File: src/rtl/mem_arbiter_if.sv
// Requester-side bus of the two-port memory arbiter: fetch (0) and data (1)
// requests in, per-requester completion pulses and shared read data out.
interface mem_arbiter_if #(
  parameter int ADDR_W = 5,
  parameter int DATA_W = 8
);
  logic              req0;
  logic              req1;
  logic              we0;
  logic              we1;
  logic [ADDR_W-1:0] addr0;
  logic [ADDR_W-1:0] addr1;
  logic [DATA_W-1:0] wdata0;
  logic [DATA_W-1:0] wdata1;
  logic              done0;
  logic              done1;
  logic [DATA_W-1:0] rdata;
  logic              busy;

  modport slave (
    input  req0, req1, we0, we1, addr0, addr1, wdata0, wdata1,
    output done0, done1, rdata, busy
  );

  modport master (
    output req0, req1, we0, we1, addr0, addr1, wdata0, wdata1,
    input  done0, done1, rdata, busy
  );
endinterface

File: src/rtl/mem_arbiter.sv
// Two-requester round-robin arbiter in front of a single-port memory.
// Each access takes IDLE -> ACCESS -> RESP, i.e. one access every 3 cycles.
module mem_arbiter #(
  parameter int ADDR_W = 5,
  parameter int DATA_W = 8
) (
  input  logic              clk,
  input  logic              rst_n,
  mem_arbiter_if.slave      bus,
  output logic              mem_we,
  output logic [ADDR_W-1:0] mem_addr,
  output logic [DATA_W-1:0] mem_wdata,
  input  logic [DATA_W-1:0] mem_rdata
);

  typedef enum logic [1:0] {
    IDLE   = 2'd0,
    ACCESS = 2'd1,
    RESP   = 2'd2
  } state_t;

  state_t            state_r;
  state_t            state_nxt_s;
  logic              grant_s;
  logic              win_s;
  logic              last_r;
  logic              mem_we_q_r;
  logic [ADDR_W-1:0] mem_addr_r;
  logic [DATA_W-1:0] mem_wdata_r;
  logic [DATA_W-1:0] rdata_r;
  logic              done0_r;
  logic              done1_r;

  // Next-state and arbitration decision
  always_comb begin
    state_nxt_s = state_r;
    grant_s     = 1'b0;
    win_s       = 1'b0;
    case (state_r)
      IDLE: begin
        if (bus.req0 || bus.req1) begin
          grant_s     = 1'b1;
          state_nxt_s = ACCESS;
          // On a tie the requester not served last wins
          if (bus.req0 && bus.req1) begin
            win_s = ~last_r;
          end else if (bus.req1) begin
            win_s = 1'b1;
          end else begin
            win_s = 1'b0;
          end
        end else begin
          state_nxt_s = IDLE;
        end
      end
      ACCESS:  state_nxt_s = RESP;
      RESP:    state_nxt_s = IDLE;
      default: state_nxt_s = IDLE;
    endcase
  end

  // State register
  always_ff @(posedge clk or negedge rst_n) begin
    if (!rst_n) begin
      state_r <= IDLE;
    end else begin
      state_r <= state_nxt_s;
    end
  end

  // Grant capture: winner's command is frozen until the next grant
  always_ff @(posedge clk or negedge rst_n) begin
    if (!rst_n) begin
      last_r      <= 1'b1;
      mem_we_q_r  <= 1'b0;
      mem_addr_r  <= '0;
      mem_wdata_r <= '0;
    end else if (grant_s) begin
      last_r      <= win_s;
      mem_we_q_r  <= win_s ? bus.we1    : bus.we0;
      mem_addr_r  <= win_s ? bus.addr1  : bus.addr0;
      mem_wdata_r <= win_s ? bus.wdata1 : bus.wdata0;
    end else begin
      last_r      <= last_r;
      mem_we_q_r  <= mem_we_q_r;
      mem_addr_r  <= mem_addr_r;
      mem_wdata_r <= mem_wdata_r;
    end
  end

  // Response: memory already holds write data by the end of ACCESS
  always_ff @(posedge clk or negedge rst_n) begin
    if (!rst_n) begin
      rdata_r <= '0;
      done0_r <= 1'b0;
      done1_r <= 1'b0;
    end else begin
      rdata_r <= (state_r == ACCESS) ? mem_rdata : rdata_r;
      done0_r <= (state_r == ACCESS) && !last_r;
      done1_r <= (state_r == ACCESS) &&  last_r;
    end
  end

  assign mem_we    = mem_we_q_r && (state_r == ACCESS);
  assign mem_addr  = mem_addr_r;
  assign mem_wdata = mem_wdata_r;
  assign bus.rdata = rdata_r;
  assign bus.done0 = done0_r;
  assign bus.done1 = done1_r;
  assign bus.busy  = (state_r != IDLE);

endmodule

File: src/flat_wrapper.sv
// flat-port wrapper written by rule: the top's interface ports become plain ports
module mem_arbiter_flat 
#(
  parameter int ADDR_W = 5,
  parameter int DATA_W = 8
)
  (clk, rst_n, mem_we, mem_addr, mem_wdata, mem_rdata, bus_req0, bus_req1, bus_we0, bus_we1, bus_addr0, bus_addr1, bus_wdata0, bus_wdata1, bus_done0, bus_done1, bus_rdata, bus_busy);
  mem_arbiter_if #(.ADDR_W(ADDR_W), .DATA_W(DATA_W)) bus_i ();
  input  logic clk;
  input  logic rst_n;
  output logic mem_we;
  output logic [ADDR_W-1:0] mem_addr;
  output logic [DATA_W-1:0] mem_wdata;
  input  logic [DATA_W-1:0] mem_rdata;
  input wire logic [$bits(bus_i.req0)-1:0] bus_req0;
  input wire logic [$bits(bus_i.req1)-1:0] bus_req1;
  input wire logic [$bits(bus_i.we0)-1:0] bus_we0;
  input wire logic [$bits(bus_i.we1)-1:0] bus_we1;
  input wire logic [$bits(bus_i.addr0)-1:0] bus_addr0;
  input wire logic [$bits(bus_i.addr1)-1:0] bus_addr1;
  input wire logic [$bits(bus_i.wdata0)-1:0] bus_wdata0;
  input wire logic [$bits(bus_i.wdata1)-1:0] bus_wdata1;
  output wire logic [$bits(bus_i.done0)-1:0] bus_done0;
  output wire logic [$bits(bus_i.done1)-1:0] bus_done1;
  output wire logic [$bits(bus_i.rdata)-1:0] bus_rdata;
  output wire logic [$bits(bus_i.busy)-1:0] bus_busy;
  assign bus_i.req0 = bus_req0;
  assign bus_i.req1 = bus_req1;
  assign bus_i.we0 = bus_we0;
  assign bus_i.we1 = bus_we1;
  assign bus_i.addr0 = bus_addr0;
  assign bus_i.addr1 = bus_addr1;
  assign bus_i.wdata0 = bus_wdata0;
  assign bus_i.wdata1 = bus_wdata1;
  assign bus_done0 = bus_i.done0;
  assign bus_done1 = bus_i.done1;
  assign bus_rdata = bus_i.rdata;
  assign bus_busy = bus_i.busy;
  mem_arbiter #(.ADDR_W(ADDR_W), .DATA_W(DATA_W)) u_core (.clk(clk), .rst_n(rst_n), .bus(bus_i), .mem_we(mem_we), .mem_addr(mem_addr), .mem_wdata(mem_wdata), .mem_rdata(mem_rdata));
endmodule
File: config.mk
export PLATFORM = sky130hd
export DESIGN_NAME = mem_arbiter_flat
export DESIGN_NICKNAME = d
export VERILOG_FILES = /design/src/rtl/mem_arbiter_if.sv /design/src/rtl/mem_arbiter.sv /design/src/flat_wrapper.sv
export SDC_FILE = /design/constraint.sdc
export NUM_CORES = 1
export LEC_CHECK = 0
export ABC_CLOCK_PERIOD_IN_PS = 3770
export BUFFER_PORTS_ARGS = -buffer_cell sky130_fd_sc_hd__buf_2
export CORE_MARGIN = 10
export CORE_UTILIZATION = 47
export CTS_CLUSTER_DIAMETER = 30
export DETAILED_ROUTE_END_ITERATION = 12
export PLACE_DENSITY_LB_ADDON = 0.2
export SYNTH_ARGS = -nofsm -noshare
export SYNTH_HDL_FRONTEND = slang
export SYNTH_SLANG_ARGS = --single-unit
File: constraint.sdc
create_clock -name clk -period 3.77 [get_ports clk]
set_input_delay 0.377 -clock clk [delete_from_list [all_inputs] [get_ports clk]]
set_output_delay 0.377 -clock clk [all_outputs]
set_load 0.03 [all_outputs]
==> results.py, run 1 <==
metrics = {
    "synthesis": {
        "yosysSeqAreaShare_pct": 56.0,
        "syn-num-nets": 168,
        "synth_edf_count": 0,
        "yosysWarnings": 0,
        "synth_top_flop_cell": "dfrtp_1",
        "synthArstFlopShare_pct": 100,
        "netlist_instances": 128,
        "synth_area_per_cell_um2": 9.44,
        "syn_area_um2": 1210,
        "ys_ff_latch": 27,
        "synth_cell_types": 22,
    },
    "clock_tree": {
        "clockRootBuffer": "clkbuf_4",
        "cts_max_level": 1,
        "clk_latency_ns": 0.33,
        "clock-sinks": 27,
        "cts_resized": 0,
        "cts-buffers-inserted": 3,
        "cts_setup_buffers": 0,
        "hold_buffers": 0,
        "cts_tree": "built",
        "clkSlewWorstSetupHoldPaths_ns": 0.15,
        "clockBufferDepth": 2,
    },
    "setup_path": {
        "r2r-start": "u_core.state_r[1]$_DFF_PN0_",
        "worstPathRequired_ns": 3.39,
        "crit_type": "reg2out",
        "reg2reg_depth": 4,
        "worstSetupStartpointType": "register",
        "crit_path_top_delay_cell": "dfrtp_1",
        "crit_path_max_incr_delay_ns": 0.44,
        "cp_data_arrival_time_ns": 1.68,
        "crit_path_end_kind": "output port",
        "cp-startpoint": "u_core.state_r[1]$_DFF_PN0_",
        "path_max_fanout": 17,
        "crit_chain": "nor2_4 > inv_1 > buf_2",
    },
    "cells_and_area": {
        "n_fill_cell": 219,
        "layout.nets": 230,
        "layout.cells.non_filler": 219,
        "final_layout_size_suffix_gt1_share_pct": 39.2,
        "multi_input_area_um2": 468,
        "syn_to_final_growth_pct": 28.2,
        "regArea_um2": 677,
        "final_util_pct": 63.1,
        "stdcell_area_um2": 1550,
        "mostFrequentLayoutCells": "64 x buf_2, 26 x dfrtp_1, 24 x nand2_1",
        "n_antenna_cell": 0,
        "layout_commonest_cell": "buf_2",
    },
    "timing": {
        "slew_headroom_pct": 49.9,
        "setup_tns_ns": 0,
        "hold-worst-slack_ns": 0.0268,
        "period_minus_slack_ns": 2.05,
        "rsz0062_at_grt": "false",
        "max_freq_mhz": 487,
        "worst_pin_slew_ns": 0.749,
        "drv_slew": 0,
        "hold_viol": 0,
        "finalSetupViolations": 0,
        "finalCritPeriodShare_pct": 54.4,
        "skew_ns": 0.0113,
    },
    "floorplanning": {
        "dieArea_um2": 5000,
        "coreArea_um2": 2450,
        "ios": 65,
        "die_y_um": 70.7,
        "die-width_um": 70.7,
        "initial_core_util_pct": 49.2,
        "rows": 18,
    },
    "place": {
        "dp.cells": 215,
        "io_buffers": 64,
        "routabilityCongestion": 0.721,
        "dp_hpwl_mm": 2.57,
        "postPlaceCellArea_um2": 1520,
    },
    "grt": {
        "antenna_found_initial": 0,
        "grt_start_max_net_pins": 28,
        "grt_use_total_pct": 13.1,
        "grt_pass1_vias": 1190,
        "overflow": 0,
        "grt_pass1_wl_mm": 5.62,
    },
    "detailed_routing": {
        "totalWireLength_mm": 3.43,
        "viasPerCell": 5.22,
        "drtIter0Drc": 60,
        "firstDrtPassIters": 4,
        "post-route-drc-count": 0,
        "via_count": 1143,
        "routedWlPerCell_um": 15.7,
        "drtAntennaViolNets": 0,
    },
    "power_and_ir_drop": {
        "irDropWorstVdd_v": 0.000505,
        "leakage_nw": 0.832,
        "p_per_area_nw_per_um2": 918,
    },
    "flow_run": {
        "drv_cap": 0,
    },
    "min_path": {
        "hp-class": "in2async",
    },
    "status": {
        "status": "finished, final reports clean",
    },
}
-- power by group --
part | leakage (nW) | internal (mW) | total (mW) | switching [mW]
combinational | 0.482 | 0.223 | 0.791 | 0.568
sequential | 0.333 | 0.433 | 0.504 | 0.0710
clock | 0.0177 | 0.0398 | 0.128 | 0.0877
total | 0.832 | 0.695 | 1.42 | 0.727
-- worst max-delay path, delay by kind of cell (launching register included) --
kind / cells / cell delay (ns)
buf+inv: 2 / 0.58
simple gates: 1 / 0.32
flops: 1 / 0.44
-- layout make-up --
cell class,instances,share of cell area (%)
inverters,5,1.21
repair buffers,64,20.7
clock inverters,1,0.323
well taps,30,2.42
clock buffers,3,1.45
multi-input cells,89,30.2
flip-flops and latches,27,43.7
-- synth_stat cells (2+ instances only) --
| library cell | n | share of area (%) |
|---|---|---|
| nor2_1 | 17 | 5.3 |
| a21oi_1 | 13 | 5.4 |
| o31ai_1 | 12 | 7.5 |
| dfrtp_1 | 26 | 54 |
| buf_4 | 2 | 1.2 |
| o21ai_0 | 14 | 5.8 |
| inv_1 | 4 | 1.2 |
| nand2_1 | 24 | 7.5 |
| buf_2 | 3 | 1.2 |
-- final timing paths --
kind | end | slack [ns]
worst max-delay path | bus_busy | 1.72
worst min-delay path | u_core.bus.rdata[1]$_DFFE_PN0N_ | 0.03
worst max register to register | u_core.mem_wdata[3]$_DFFE_PN0P_ | 2.17
worst min register to register | u_core.bus.rdata[4]$_DFFE_PN0N_ | 0.49
max in group asynchronous | u_core.mem_addr[2]$_DFFE_PN0P_ | 3.35
min in group clk | u_core.bus.rdata[4]$_DFFE_PN0N_ | 0.22
-- per-stage QoR --
stage          power, mW  worst slack, ns
3_5_place_dp        1.31             2.12
5_1_grt             1.53             1.60
3_3_place_gp        1.29             2.13
2_1_floorplan       1.09             2.26
6_report            1.42             1.72
4_1_cts             1.44             1.72
-- logic make-up (layout without fill, tap and decap cells) --
logic type | Yosys count | in the layout | share of synthesized area, %
DFF | 27 | 27 | 56.0
AOI/OAI and AO/OA | 46 | 46 | 24.5
buffers and inverters | 12 | 73 | 5.28
and+or+nand+nor | 43 | 43 | 14.2
-- registers in the layout (all words and copies together) (netlist names) --
signal and count:
u_core.bus.done0 1, u_core.bus.done1 1, u_core.bus.rdata 8, u_core.last_r 1
u_core.mem_addr 5, u_core.mem_wdata 8, u_core.mem_we_q_r 1, u_core.state_r 2
-- per-layer routing --
layer  share of wire [%]  wire length, um  GRT usage, %  vias to the layer above
met1                  40             1360          15.3                      530
li1                    -                -             -                      558
met4                 1.3               46          4.30                        0
met5                   0                0             0                        -
met3                 8.8              303          5.16                        6
met2                  50             1720          21.6                       49
(Power assumes the default switching activity.)
==> run 2, diff against run 1 <==
Settings changed: ABC_CLOCK_PERIOD_IN_PS 3770 to 2000, CORE_UTILIZATION 47 to 44.
Clock period 3.77 ns to 2 ns, I/O delays scaled along.
==> run 2 against run 1 <==
Register-to-register slack got worse by 1.7 ns. Total power rose by 87%. Via count shrank 0.44%. Critical endpoint unchanged. Largest power group unchanged.
==> results.py, run 2 (synthesis gave the netlist of run 1 again) <==
metrics = {
    "cells_and_area": {
        "n_antenna_cell": 0,
        "stdcell_area_um2": 1570,
        "final_util_pct": 61.6,
        "layout.nets": 232,
        "final_layout_size_suffix_gt1_share_pct": 39.3,
        "syn_to_final_growth_pct": 29.6,
        "layout.cells.non_filler": 221,
        "n_fill_cell": 239,
        "mostFrequentLayoutCells": "64 x buf_2, 26 x dfrtp_1, 24 x nand2_1",
        "layout_commonest_cell": "buf_2",
    },
    "status": {
        "status": "finished, final reports clean",
    },
    "grt": {
        "busiest_layer": "met2",
        "grt.met3_usage_pct": 6.12,
        "globalRouteMet2Util_pct": 22.5,
        "grt_pass1_wl_mm": 5.78,
        "overflow": 0,
        "grt_pass1_vias": 1240,
        "antenna_found_initial": 0,
        "grtUsageMet1_pct": 14.5,
        "grt_start_max_net_pins": 28,
        "grt_use_total_pct": 13.0,
    },
    "detailed_routing": {
        "drtIter0Drc": 67,
        "totalWireLength_mm": 3.35,
        "viasPerCell": 5.15,
        "firstDrtPassIters": 6,
        "drtAntennaViolNets": 0,
        "via_count": 1138,
        "post-route-drc-count": 0,
        "routedWlPerCell_um": 15.2,
    },
    "place": {
        "dp_hpwl_mm": 2.54,
        "routabilityCongestion": 0.748,
        "postPlaceCellArea_um2": 1530,
        "dp.cells": 216,
        "io_buffers": 64,
        "dp_slack_ns": 0.465,
    },
    "timing": {
        "worst_pin_slew_ns": 0.651,
        "hold-worst-slack_ns": 0.0606,
        "finalCritPeriodShare_pct": 92.8,
        "slew_headroom_pct": 56.6,
        "max_freq_mhz": 539,
        "rsz0062_at_grt": "false",
        "finalSetupViolations": 0,
        "setup_slack_ns": 0.144,
        "skew_ns": 0.00613,
        "hold_viol": 0,
        "setup_tns_ns": 0,
        "drv_slew": 0,
        "period_minus_slack_ns": 1.86,
    },
    "power_and_ir_drop": {
        "irDropWorstVdd_v": 0.000921,
        "leakage_nw": 0.841,
        "finalPower_mw": 2.67,
        "p_per_area_nw_per_um2": 1700,
    },
    "setup_path": {
        "crit_path_end_kind": "output port",
        "crit_chain": "nor2_4 > inv_1 > buf_2",
        "crit_path_max_incr_delay_ns": 0.43,
        "crit_type": "reg2out",
        "worst-path-buf-inv": 2,
        "critical-path-top-delay-family": "buffers and inverters",
        "worstPathRequired_ns": 1.80,
        "path_max_fanout": 17,
        "worstSetupStartpointType": "register",
        "cp_data_arrival_time_ns": 1.66,
        "crit_path_top_delay_cell": "dfrtp_1",
    },
    "floorplanning": {
        "initial_core_util_pct": 47.5,
        "die_y_um": 72.4,
        "rows": 18,
        "coreArea_um2": 2540,
        "dieArea_um2": 5240,
        "ios": 65,
        "die-width_um": 72.4,
    },
    "clock_tree": {
        "cts-buffers-inserted": 3,
        "cts_setup_buffers": 0,
        "clockBufferDepth": 2,
        "clockRootBuffer": "clkbuf_4",
        "cts_max_level": 1,
        "clock-sinks": 27,
        "cts_tree": "built",
        "clk_latency_ns": 0.32,
        "clkSlewWorstSetupHoldPaths_ns": 0.15,
    },
    "min_path": {
        "hp-class": "in2reg",
    },
    "flow_run": {
        "drv_cap": 0,
    },
}
run 2: routing by layer:
metal	wire, um	vias up
met2	1640	38
met4	21	0
met1	1330	534
met3	362	2
met5	0	-
li1	-	564
run 2: what timing repair did:
| action | 4_1_cts | 5_1_grt |
|---|---|---|
| resized for setup | 0 | 0 |
| hold buffers | 1 | 0 |
| endpoints found under the hold margin | 26 | 0 |
run 2: final cells by class:
type	count	area, um2	share of cell area, %
Timing Repair Buffer	66	338	21.6
Inverter	5	18.8	1.20
Tap cell	30	37.5	2.40
Clock buffer	3	22.5	1.44
Clock inverter	1	5.00	0.319
Sequential cell	27	677	43.2
Multi-Input combinational cell	89	468	29.9
run 2: worst paths after layout:
kind                                            startpoint                              end  slack, ns  depth (start not counted)
setup / recovery               u_core.state_r[1]$_DFF_PN0_                         bus_busy       0.14                          3
hold / removal                                mem_rdata[5]  u_core.bus.rdata[5]$_DFFE_PN0N_       0.06                          3
setup reg to reg               u_core.state_r[1]$_DFF_PN0_   u_core.mem_addr[2]$_DFFE_PN0P_       0.44                          4
hold reg to reg            u_core.bus.rdata[5]$_DFFE_PN0N_  u_core.bus.rdata[5]$_DFFE_PN0N_       0.49                          2
max in group asynchronous                            rst_n        u_core.last_r$_DFFE_PN1P_       1.22                          2
min in group asynchronous                            rst_n  u_core.bus.rdata[7]$_DFFE_PN0N_       0.39                          2
run 2: power breakdown:
part	leakage (nW)	internal (mW)	switching (mW)
sequential	0.333	0.816	0.134
clock	0.0177	0.0747	0.160
combinational	0.491	0.422	1.06
run 2: tightest hold or removal path, cell delays in order:
cell and delay [ns]:
buf_2 0.07, nand2_1 0.04, nand2_1 0.04
